**config.mk**
```make
export PLATFORM = sky130hd
export DESIGN_NAME = dll_lock_ctrl_flat
export DESIGN_NICKNAME = d
export VERILOG_FILES = /design/src/rtl/dll_lock_ctrl_pkg.sv /design/src/rtl/dll_lock_ctrl_if.sv /design/src/rtl/dll_lock_ctrl_window_acc.sv /design/src/rtl/dll_lock_ctrl.sv /design/src/flat_wrapper.sv
export SDC_FILE = /design/constraint.sdc
export NUM_CORES = 1
export LEC_CHECK = 0
export CAP_MARGIN = 20
export CORE_AREA = 2 2 64 66
export DETAILED_ROUTE_END_ITERATION = 8
export DIE_AREA = 0 0 66 68
export PLACE_DENSITY = 0.77
export SYNTH_ARGS = -nofsm -noshare
export SYNTH_HDL_FRONTEND = slang
export SYNTH_SLANG_ARGS = --single-unit
export TNS_END_PERCENT = 50
```
**constraint.sdc**
```tcl
create_clock -name clk -period 3.95 [get_ports clk]
set_clock_uncertainty 0.2 [all_clocks]
set_input_delay 0.395 -clock clk [delete_from_list [all_inputs] [get_ports clk]]
set_output_delay 0.395 -clock clk [all_outputs]
set_load 0.01 [all_outputs]
```
**src/rtl/dll_lock_ctrl_pkg.sv**
```systemverilog
// Shared types for the DLL loop controller: FSM states, mode codes and step directions.
package dll_lock_ctrl_pkg;

    typedef enum logic [2:0] {
        IDLE    = 3'd0,
        ACQUIRE = 3'd1,
        TRACK   = 3'd2,
        HOLD    = 3'd3,
        MANUAL  = 3'd4
    } state_t;

    localparam logic [1:0] MODE_AUTO   = 2'd0;
    localparam logic [1:0] MODE_HOLD   = 2'd1;
    localparam logic [1:0] MODE_MANUAL = 2'd2;
    localparam logic [1:0] MODE_RSVD   = 2'd3;

    typedef enum logic [1:0] {
        STEP_NONE = 2'd0,
        STEP_UP   = 2'd1,
        STEP_DN   = 2'd2
    } step_t;

    // State a mode request leads to from IDLE/MANUAL; the reserved code behaves as HOLD.
    function automatic state_t mode_target(input logic [1:0] mode);
        case (mode)
            MODE_AUTO:   return ACQUIRE;
            MODE_MANUAL: return MANUAL;
            default:     return HOLD;
        endcase
    endfunction

endpackage

```
**src/rtl/dll_lock_ctrl_if.sv**
```systemverilog
// Control/status bundle between the phase detector side and the DLL loop controller.
interface dll_lock_ctrl_if #(
    parameter int TAP_W = 5
);
    import dll_lock_ctrl_pkg::*;

    logic             en;
    logic [1:0]       mode;
    logic [TAP_W-1:0] manual_code;
    logic             pd_valid;
    logic             pd_late;
    logic [TAP_W-1:0] tap_code;
    logic             locked;
    state_t           state;
    logic             sat;

    modport master (
        output en, mode, manual_code, pd_valid, pd_late,
        input  tap_code, locked, state, sat
    );

    modport slave (
        input  en, mode, manual_code, pd_valid, pd_late,
        output tap_code, locked, state, sat
    );

endinterface

```
**src/rtl/dll_lock_ctrl_window_acc.sv**
```systemverilog
// Counts 2**WIN_W valid PD samples, accumulates early(+1)/late(-1) votes and
// reports the step decision on the cycle of the last sample of the window.
module dll_lock_ctrl_window_acc
    import dll_lock_ctrl_pkg::*;
#(
    parameter int WIN_W    = 3,
    parameter int DEADBAND = 1
) (
    input  logic  clk,
    input  logic  rst,
    input  logic  active,
    input  logic  sample,
    input  logic  late,
    output logic  win_done,
    output step_t step,
    output logic  balanced
);
    localparam int ACC_W = WIN_W + 2;
    localparam logic signed [ACC_W-1:0] ONE    = ACC_W'(1);
    localparam logic signed [ACC_W-1:0] DB_POS = ACC_W'(DEADBAND);
    localparam logic signed [ACC_W-1:0] DB_NEG = -DB_POS;

    logic [WIN_W-1:0]        cnt_q;
    logic signed [ACC_W-1:0] acc_q;
    logic signed [ACC_W-1:0] acc_sum;

    // Sum including the current sample, so the window decision sees all 2**WIN_W votes.
    assign acc_sum  = late ? (acc_q - ONE) : (acc_q + ONE);
    assign win_done = active && sample && (cnt_q == '1);

    // Step decision is only meaningful on the window-closing cycle; otherwise report none.
    always_comb begin
        step = STEP_NONE;
        if (win_done) begin
            if (acc_sum > DB_POS)      step = STEP_UP;
            else if (acc_sum < DB_NEG) step = STEP_DN;
        end
    end

    assign balanced = win_done && (step == STEP_NONE);

    // Sample counter and accumulator; held at zero whenever the loop is not actively tracking.
    always_ff @(posedge clk or posedge rst) begin
        if (rst) begin
            cnt_q <= '0;
            acc_q <= '0;
        end else if (!active) begin
            cnt_q <= '0;
            acc_q <= '0;
        end else if (sample) begin
            if (cnt_q == '1) begin
                cnt_q <= '0;
                acc_q <= '0;
            end else begin
                cnt_q <= cnt_q + 1'b1;
                acc_q <= acc_sum;
            end
        end
    end

endmodule

```
**src/rtl/dll_lock_ctrl.sv**
```systemverilog
// DLL loop controller: mode FSM, saturating tap-code register and lock/unlock run detection.
module dll_lock_ctrl
    import dll_lock_ctrl_pkg::*;
#(
    parameter int TAP_W      = 5,
    parameter int WIN_W      = 3,
    parameter int DEADBAND   = 1,
    parameter int LOCK_WIN   = 4,
    parameter int UNLOCK_WIN = 3,
    parameter int RESET_CODE = 16
) (
    input logic            clk,
    input logic            rst,
    dll_lock_ctrl_if.slave bus
);
    localparam int RUN_MAX = (LOCK_WIN > UNLOCK_WIN) ? LOCK_WIN : UNLOCK_WIN;
    localparam int RUN_W   = $clog2(RUN_MAX + 1);
    localparam logic [TAP_W-1:0] TAP_MAX  = '1;
    localparam logic [TAP_W-1:0] TAP_RST  = TAP_W'(RESET_CODE);
    localparam logic [RUN_W-1:0] LOCK_N   = RUN_W'(LOCK_WIN);
    localparam logic [RUN_W-1:0] UNLOCK_N = RUN_W'(UNLOCK_WIN);

    state_t           state_q, state_nxt;
    logic [TAP_W-1:0] tap_q, tap_nxt;
    logic             locked_q, locked_nxt;
    logic             sat_q, sat_nxt;
    logic [RUN_W-1:0] set_q, set_nxt, set_inc;
    logic [RUN_W-1:0] unl_q, unl_nxt, unl_inc;
    step_t            prev_q, prev_nxt;
    step_t            dir_q, dir_nxt;

    logic  acc_active, win_done, balanced;
    logic  clip, applied, settled;
    step_t step;

    // A mode change on a window-closing cycle drops acc_active, so the step is discarded.
    assign acc_active = bus.en && (bus.mode == MODE_AUTO) &&
                        ((state_q == ACQUIRE) || (state_q == TRACK));

    dll_lock_ctrl_window_acc #(
        .WIN_W    (WIN_W),
        .DEADBAND (DEADBAND)
    ) u_win (
        .clk      (clk),
        .rst      (rst),
        .active   (acc_active),
        .sample   (bus.pd_valid),
        .late     (bus.pd_late),
        .win_done (win_done),
        .step     (step),
        .balanced (balanced)
    );

    assign clip    = ((step == STEP_UP) && (tap_q == TAP_MAX)) ||
                     ((step == STEP_DN) && (tap_q == '0));
    assign applied = (step != STEP_NONE) && !clip;
    // Settled: no step, or a real step that reverses the last real step (dithering around lock).
    assign settled = balanced ||
                     (applied && (prev_q != STEP_NONE) && (step != prev_q));
    assign set_inc = set_q + 1'b1;
    // Clipped steps still extend the same-direction run used for unlock.
    assign unl_inc = ((unl_q != '0) && (step == dir_q)) ? (unl_q + 1'b1) : RUN_W'(1);

    // State and loop registers.
    always_ff @(posedge clk or posedge rst) begin
        if (rst) begin
            state_q  <= IDLE;
            tap_q    <= TAP_RST;
            locked_q <= 1'b0;
            sat_q    <= 1'b0;
            set_q    <= '0;
            unl_q    <= '0;
            prev_q   <= STEP_NONE;
            dir_q    <= STEP_NONE;
        end else begin
            state_q  <= state_nxt;
            tap_q    <= tap_nxt;
            locked_q <= locked_nxt;
            sat_q    <= sat_nxt;
            set_q    <= set_nxt;
            unl_q    <= unl_nxt;
            prev_q   <= prev_nxt;
            dir_q    <= dir_nxt;
        end
    end

    // Next-state, tap update with saturation, and lock/unlock run tracking.
    always_comb begin
        state_nxt  = state_q;
        tap_nxt    = tap_q;
        locked_nxt = locked_q;
        sat_nxt    = 1'b0;
        set_nxt    = set_q;
        unl_nxt    = unl_q;
        prev_nxt   = prev_q;
        dir_nxt    = dir_q;
        if (!bus.en) begin
            state_nxt  = IDLE;
            locked_nxt = 1'b0;
            set_nxt    = '0;
            unl_nxt    = '0;
            prev_nxt   = STEP_NONE;
            dir_nxt    = STEP_NONE;
        end else begin
            case (state_q)
                IDLE: state_nxt = mode_target(bus.mode);
                ACQUIRE, TRACK: begin
                    if (bus.mode != MODE_AUTO) begin
                        state_nxt = mode_target(bus.mode);
                        set_nxt   = '0;
                        unl_nxt   = '0;
                        prev_nxt  = STEP_NONE;
                        dir_nxt   = STEP_NONE;
                    end else if (win_done) begin
                        sat_nxt = clip;
                        if (applied) begin
                            tap_nxt  = (step == STEP_UP) ? (tap_q + 1'b1) : (tap_q - 1'b1);
                            prev_nxt = step;
                        end
                        if (state_q == ACQUIRE) begin
                            if (!settled) begin
                                set_nxt = '0;
                            end else if (set_inc >= LOCK_N) begin
                                state_nxt  = TRACK;
                                locked_nxt = 1'b1;
                                set_nxt    = '0;
                                unl_nxt    = '0;
                                dir_nxt    = STEP_NONE;
                            end else begin
                                set_nxt = set_inc;
                            end
                        end else begin
                            if (step == STEP_NONE) begin
                                unl_nxt = '0;
                            end else if (unl_inc >= UNLOCK_N) begin
                                state_nxt  = ACQUIRE;
                                locked_nxt = 1'b0;
                                unl_nxt    = '0;
                                set_nxt    = '0;
                                dir_nxt    = STEP_NONE;
                            end else begin
                                unl_nxt = unl_inc;
                                dir_nxt = step;
                            end
                        end
                    end
                end
                HOLD: state_nxt = ((bus.mode == MODE_AUTO) && locked_q) ? TRACK
                                                                        : mode_target(bus.mode);
                MANUAL: state_nxt = mode_target(bus.mode);
                default: state_nxt = IDLE;
            endcase
            if (state_nxt == MANUAL) begin
                tap_nxt    = bus.manual_code;
                locked_nxt = 1'b0;
            end
        end
    end

    assign bus.tap_code = tap_q;
    assign bus.locked   = locked_q;
    assign bus.state    = state_q;
    assign bus.sat      = sat_q;

endmodule
```
**src/flat_wrapper.sv**
```systemverilog
// flat-port wrapper written by rule: the top's interface ports become plain ports
module dll_lock_ctrl_flat import dll_lock_ctrl_pkg::*;
#(
    parameter int TAP_W      = 5,
    parameter int WIN_W      = 3,
    parameter int DEADBAND   = 1,
    parameter int LOCK_WIN   = 4,
    parameter int UNLOCK_WIN = 3,
    parameter int RESET_CODE = 16
)
  (clk, rst, bus_en, bus_mode, bus_manual_code, bus_pd_valid, bus_pd_late, bus_tap_code, bus_locked, bus_state, bus_sat);
  dll_lock_ctrl_if #(.TAP_W(TAP_W)) bus_i ();
  input logic clk;
  input logic rst;
  input wire logic [$bits(bus_i.en)-1:0] bus_en;
  input wire logic [$bits(bus_i.mode)-1:0] bus_mode;
  input wire logic [$bits(bus_i.manual_code)-1:0] bus_manual_code;
  input wire logic [$bits(bus_i.pd_valid)-1:0] bus_pd_valid;
  input wire logic [$bits(bus_i.pd_late)-1:0] bus_pd_late;
  output wire logic [$bits(bus_i.tap_code)-1:0] bus_tap_code;
  output wire logic [$bits(bus_i.locked)-1:0] bus_locked;
  output wire logic [$bits(bus_i.state)-1:0] bus_state;
  output wire logic [$bits(bus_i.sat)-1:0] bus_sat;
  assign bus_i.en = bus_en;
  assign bus_i.mode = bus_mode;
  assign bus_i.manual_code = bus_manual_code;
  assign bus_i.pd_valid = bus_pd_valid;
  assign bus_i.pd_late = bus_pd_late;
  assign bus_tap_code = bus_i.tap_code;
  assign bus_locked = bus_i.locked;
  assign bus_state = bus_i.state;
  assign bus_sat = bus_i.sat;
  dll_lock_ctrl #(.TAP_W(TAP_W), .WIN_W(WIN_W), .DEADBAND(DEADBAND), .LOCK_WIN(LOCK_WIN), .UNLOCK_WIN(UNLOCK_WIN), .RESET_CODE(RESET_CODE)) u_core (.clk(clk), .rst(rst), .bus(bus_i));
endmodule
```
==> metrics list, run 1 <==
* Transition time at the pin with the least slew margin: approximately 0.56 ns
- The number of global-route vias before repair was 1709.
- After the last flow step, the layout net total stands at about 270.
* Worst slew margin relative to its limit: 0.6212
- Die span in x: 66 µm
- Antenna violations before repair: 0
* Largest fanout on the critical path: 6
- Data on the critical path is required at its endpoint by 3.96 ns.
- Effective utilization at floorplan: 0.5363
* Leakage dissipation: 1.001 nW
- Layout cell share with drive strength beyond 1: 0.1179
- Path type of the worst setup path: in2reg
* Final worst-path setup slack: 0.3870 ns
- Slowest stage cell, crit path: sky130_fd_sc_hd__fa_1
- Final total power: 0.8508 mW
* Die Ht: 68 µm
* Max-capacitance violation count: 0
* Slowest cell delay on critical path: 0.48 ns
* Footprint of the multi-input gates: 1292 µm²
- Number of port buffers: 21
- Fin. Hold Viols: 0
- Setup TNS: 0 ns
- Critical Path Sink Type: register
- Placement row count: 23
* Post-route non-filler standard cell count: around 300
- Final routed wirelength across all metal layers: roughly 4300 µm
- Post-CTS repair changed the size of 0 cells.
- Maximum number of pins on one net before global-route repair: 29
* Total count of max-transition violations in the final report: 0
- For this run the aggregate overflow at the end of global routing stands at 0.
- Share of the core filled with cells in the final layout: 0.6278
- Hold-fix buffers at CTS: 0
- TritonCTS built the clock tree.
- Total routing usage reported by global routing: 0.2224
- For this design the ratio of total power to cell area is 351.4 nW/µm².
* Net count after synthesis: 247
- Placed Cells: 291
- The smallest clock period supported by the final layout is computed as between 3 and 4 ns.
- Worst-case setup slack after placement: 0.1003 ns
- DRC marker count from the first detailed-route iteration: between 100 and 150
- Using the TritonRoute via totals, the vias-per-cell ratio works out to approximately 5.8.
- A synthesized cell averages around 9.4 µm².
- Setup repair after global routing left no endpoint under its margin.
* Clock Pin Slew Worst Setup and Hold Paths: 0.09 ns
- CTS HTree Levels: 1
- 0 antenna diodes ended up in the layout.
- The flow ran to the end, and the final reports show no timing, DRC or antenna violations.
* Cells along the critical path: clkdlybuf4s50_1 > inv_1 > fa_1 > nand2b_1 > o2bb2ai_2 > xnor3_1 > nor3_2 > inv_1 > fa_1 > a21o_1 > a21oi_1 > xnor2_1 > o22ai_1 > a2bb2oi_1
* Period utilisation layout: 0.9020
* Dpl hpwl: 3314 µm
- Total area of sequential cells: 701.9 µm²
- Relative to the synthesized area, the layout overhead comes to 17.06%.
* Area enclosed by the die boundary: roughly 4500 µm²
* Routed length per placed instance: around 15 µm
- Synth unique cells: 63
* Startpoint Class: input pin
- Vias after detailed routing: 1726
- Once the clock tree was built, the setup fixing pass inserted 0 buffers.
* Path category of the worst min-delay check: in2async
* Count of flip-flops with a built-in enable after synthesis: 0
* Post-Synthesis Cells: around 220
* Boundary pin count: 22
- The floorplan step defined a core boundary enclosing 3856 µm².
* Register bit count reported by yosys: 28
- For this design, the sink count on the clock tree is 28.
- Peak VDD IR: 0.3321 mV
- Setup violations remaining at the end of the flow were counted as 0.
- The most used flip-flop cell after synthesis is sky130_fd_sc_hd__dfrtp_1.
- Seq/Total Area, Yosys: 0.3394
- Number of warning messages in the yosys log: 0
- The clock passes through at most 2 buffers.
- Once detail routing completed, the nets flagged for antenna violations numbered 0.
* Signal arrival time at the worst endpoint: 3.58 ns
* Fraction of registers with async set or reset after synthesis: 1.000
- At the end of routability-driven placement, the weighted congestion stood at 0.9011.
- For this run, the detailed router's first-pass iteration total came to 4.
* Filler instances: 331
- Skew-Pair Late Insertion Delay: about 0.28 ns
* Wire length of the first global-routing pass: around 7700 µm
* DRC: 0
- TritonCTS created 3 clock buffers.
- Achievable frequency: 0.2807 GHz
- Netlist area before placement: 2068 µm²
* Cell at the root of the clock tree: sky130_fd_sc_hd__clkbuf_8
-- synthesized netlist by cell type (all sizes together) (2+ instances only) --
master / number / area, µm²
dfrtp: 27 / 675.7
nand2: 27 / 101.4
nor2: 19 / 71.32
ha: 12 / 150.1
inv: 11 / 41.29
o21ai: 11 / 55.05
a21oi: 9 / 48.80
nand3: 7 / 45.04
a31oi: 6 / 37.54
nor3: 6 / 46.30
xnor2: 6 / 52.55
a211oi: 5 / 47.54
and3: 5 / 36.28
buf: 4 / 28.78
nor3b: 4 / 30.03
a22o: 3 / 26.28
and2: 3 / 18.77
mux2: 3 / 37.53
nand3b: 3 / 22.52
o22ai: 3 / 18.77
o32ai: 3 / 26.28
or3: 3 / 18.77
a21o: 2 / 15.01
a32o: 2 / 20.02
fa: 2 / 40.04
mux2i: 2 / 20.02
nand2b: 2 / 12.51
nand4: 2 / 12.51
nor2b: 2 / 12.51
nor4: 2 / 12.51
or3b: 2 / 20.02
xnor3: 2 / 45.04
xor2: 2 / 17.52
-- layout by cell type (no fill, tap or decap), drive strengths merged, types with 3 or more instances in the layout --
cell,count
a211oi,5
a21oi,9
a22o,3
a31oi,6
and2,3
and3,5
buf,5
clkbuf,4
clkdlybuf4s50,21
dfrtp,27
ha,12
inv,11
mux2,3
nand2,27
nand3,7
nand3b,3
nor2,19
nor3,6
nor3b,4
o21ai,11
o22ai,3
o32ai,3
or3,3
xnor2,6
-- kinds of logic (layout without fill, tap and decap cells) --
group           count (synthesis)  count (layout)  synth area share
simple gates                   89              89            0.2305
compound gates                 59              59            0.2190
flops                          28              28            0.3394
buf+inv                        16              41           0.03569
fa+ha+maj                      14              14           0.09195
xor+xnor                       10              10           0.05566
mux                             5               5           0.02783
-- where the power goes --
group	internal (mW)	switching [mW]
combinational	0.167	0.138
sequential	0.318	0.0481
clock	0.0894	0.0896
total	0.575	0.276
-- per-stage QoR --
step / hold WS (ns) / cell area, µm²
2_1_floorplan: 0.2538 / 2068
4_1_cts: 0.3104 / 2394
6_report: 0.1305 / 2421
5_1_grt: 0.1709 / 2421
3_3_place_gp: 0.2890 / 2338
3_5_place_dp: 0.2889 / 2338
-- sequential cells by signal, summed over array words and instances, names as in the netlist --
name and flops:
u_core.bus.sat 1, u_core.bus.state 3, u_core.u_win.acc_q 5, u_core.bus.locked 1
u_core.set_q 3, u_core.dir_q 2, u_core.unl_q 3, u_core.u_win.cnt_q 3
u_core.prev_q 2, u_core.bus.tap_code 5
-- worst max-delay path: cells and delay by family --
family                   cells  cell delay, ns
AO/OA/AOI/OAI                5            0.78
AND/OR/NAND/NOR              2            0.39
XOR/XNOR                     2            0.42
buffers and inverters        3            0.69
adder cells (fa/ha/maj)      2            0.90
-- path summary, 6_finish.rpt --
| check | end | slack [ns] | startpoint | depth (start not counted) |
|---|---|---|---|---|
| max | u_core.bus.tap_code[4] | 0.39 | bus_pd_late | 14 |
| min | u_core.u_win.cnt_q[0] | 0.13 | rst | 2 |
| max reg2reg | u_core.bus.tap_code[4] | 0.51 | u_core.u_win.acc_q[0] | 13 |
| min reg2reg | u_core.u_win.acc_q[2] | 0.31 | u_core.u_win.acc_q[2] | 2 |
| max in group asynchronous | u_core.bus.tap_code[4] | 2.95 | rst | 3 |
| min in group clk | u_core.u_win.acc_q[2] | 0.31 | u_core.u_win.acc_q[2] | 2 |
-- cell type report --
type | count | area share
clock buffers | 4 | 0.02274
inverters | 11 | 0.01705
multi-input cells | 177 | 0.5339
flip-flops and latches | 28 | 0.2899
well taps | 50 | 0.02584
repair buffers | 26 | 0.1106
-- routing by layer --
layer  GRT usage  share of wire  vias to the layer above
met5           0              0                        -
met4      0.1148          0.027                        0
met3     0.02796          0.025                       10
met2      0.3561           0.46                       31
met1      0.2983           0.48                      816
li1            -              -                      869
Note: power is estimated with default switching activity, not from simulation.
==> inputs of run 2 (changes only) <==
--- a/config.mk
+++ b/config.mk
@@ -9,7 +9,9 @@
 export CORE_AREA = 2 2 64 66
 export DETAILED_ROUTE_END_ITERATION = 8
 export DIE_AREA = 0 0 66 68
+export HOLD_SLACK_MARGIN = 0.03
 export PLACE_DENSITY = 0.77
+export SKIP_LAST_GASP = 1
 export SYNTH_ARGS = -nofsm -noshare
 export SYNTH_HDL_FRONTEND = slang
 export SYNTH_SLANG_ARGS = --single-unit
==> results of run 2 <==
Same layout as run 1: the final DEF is identical, and so are final timing and power.
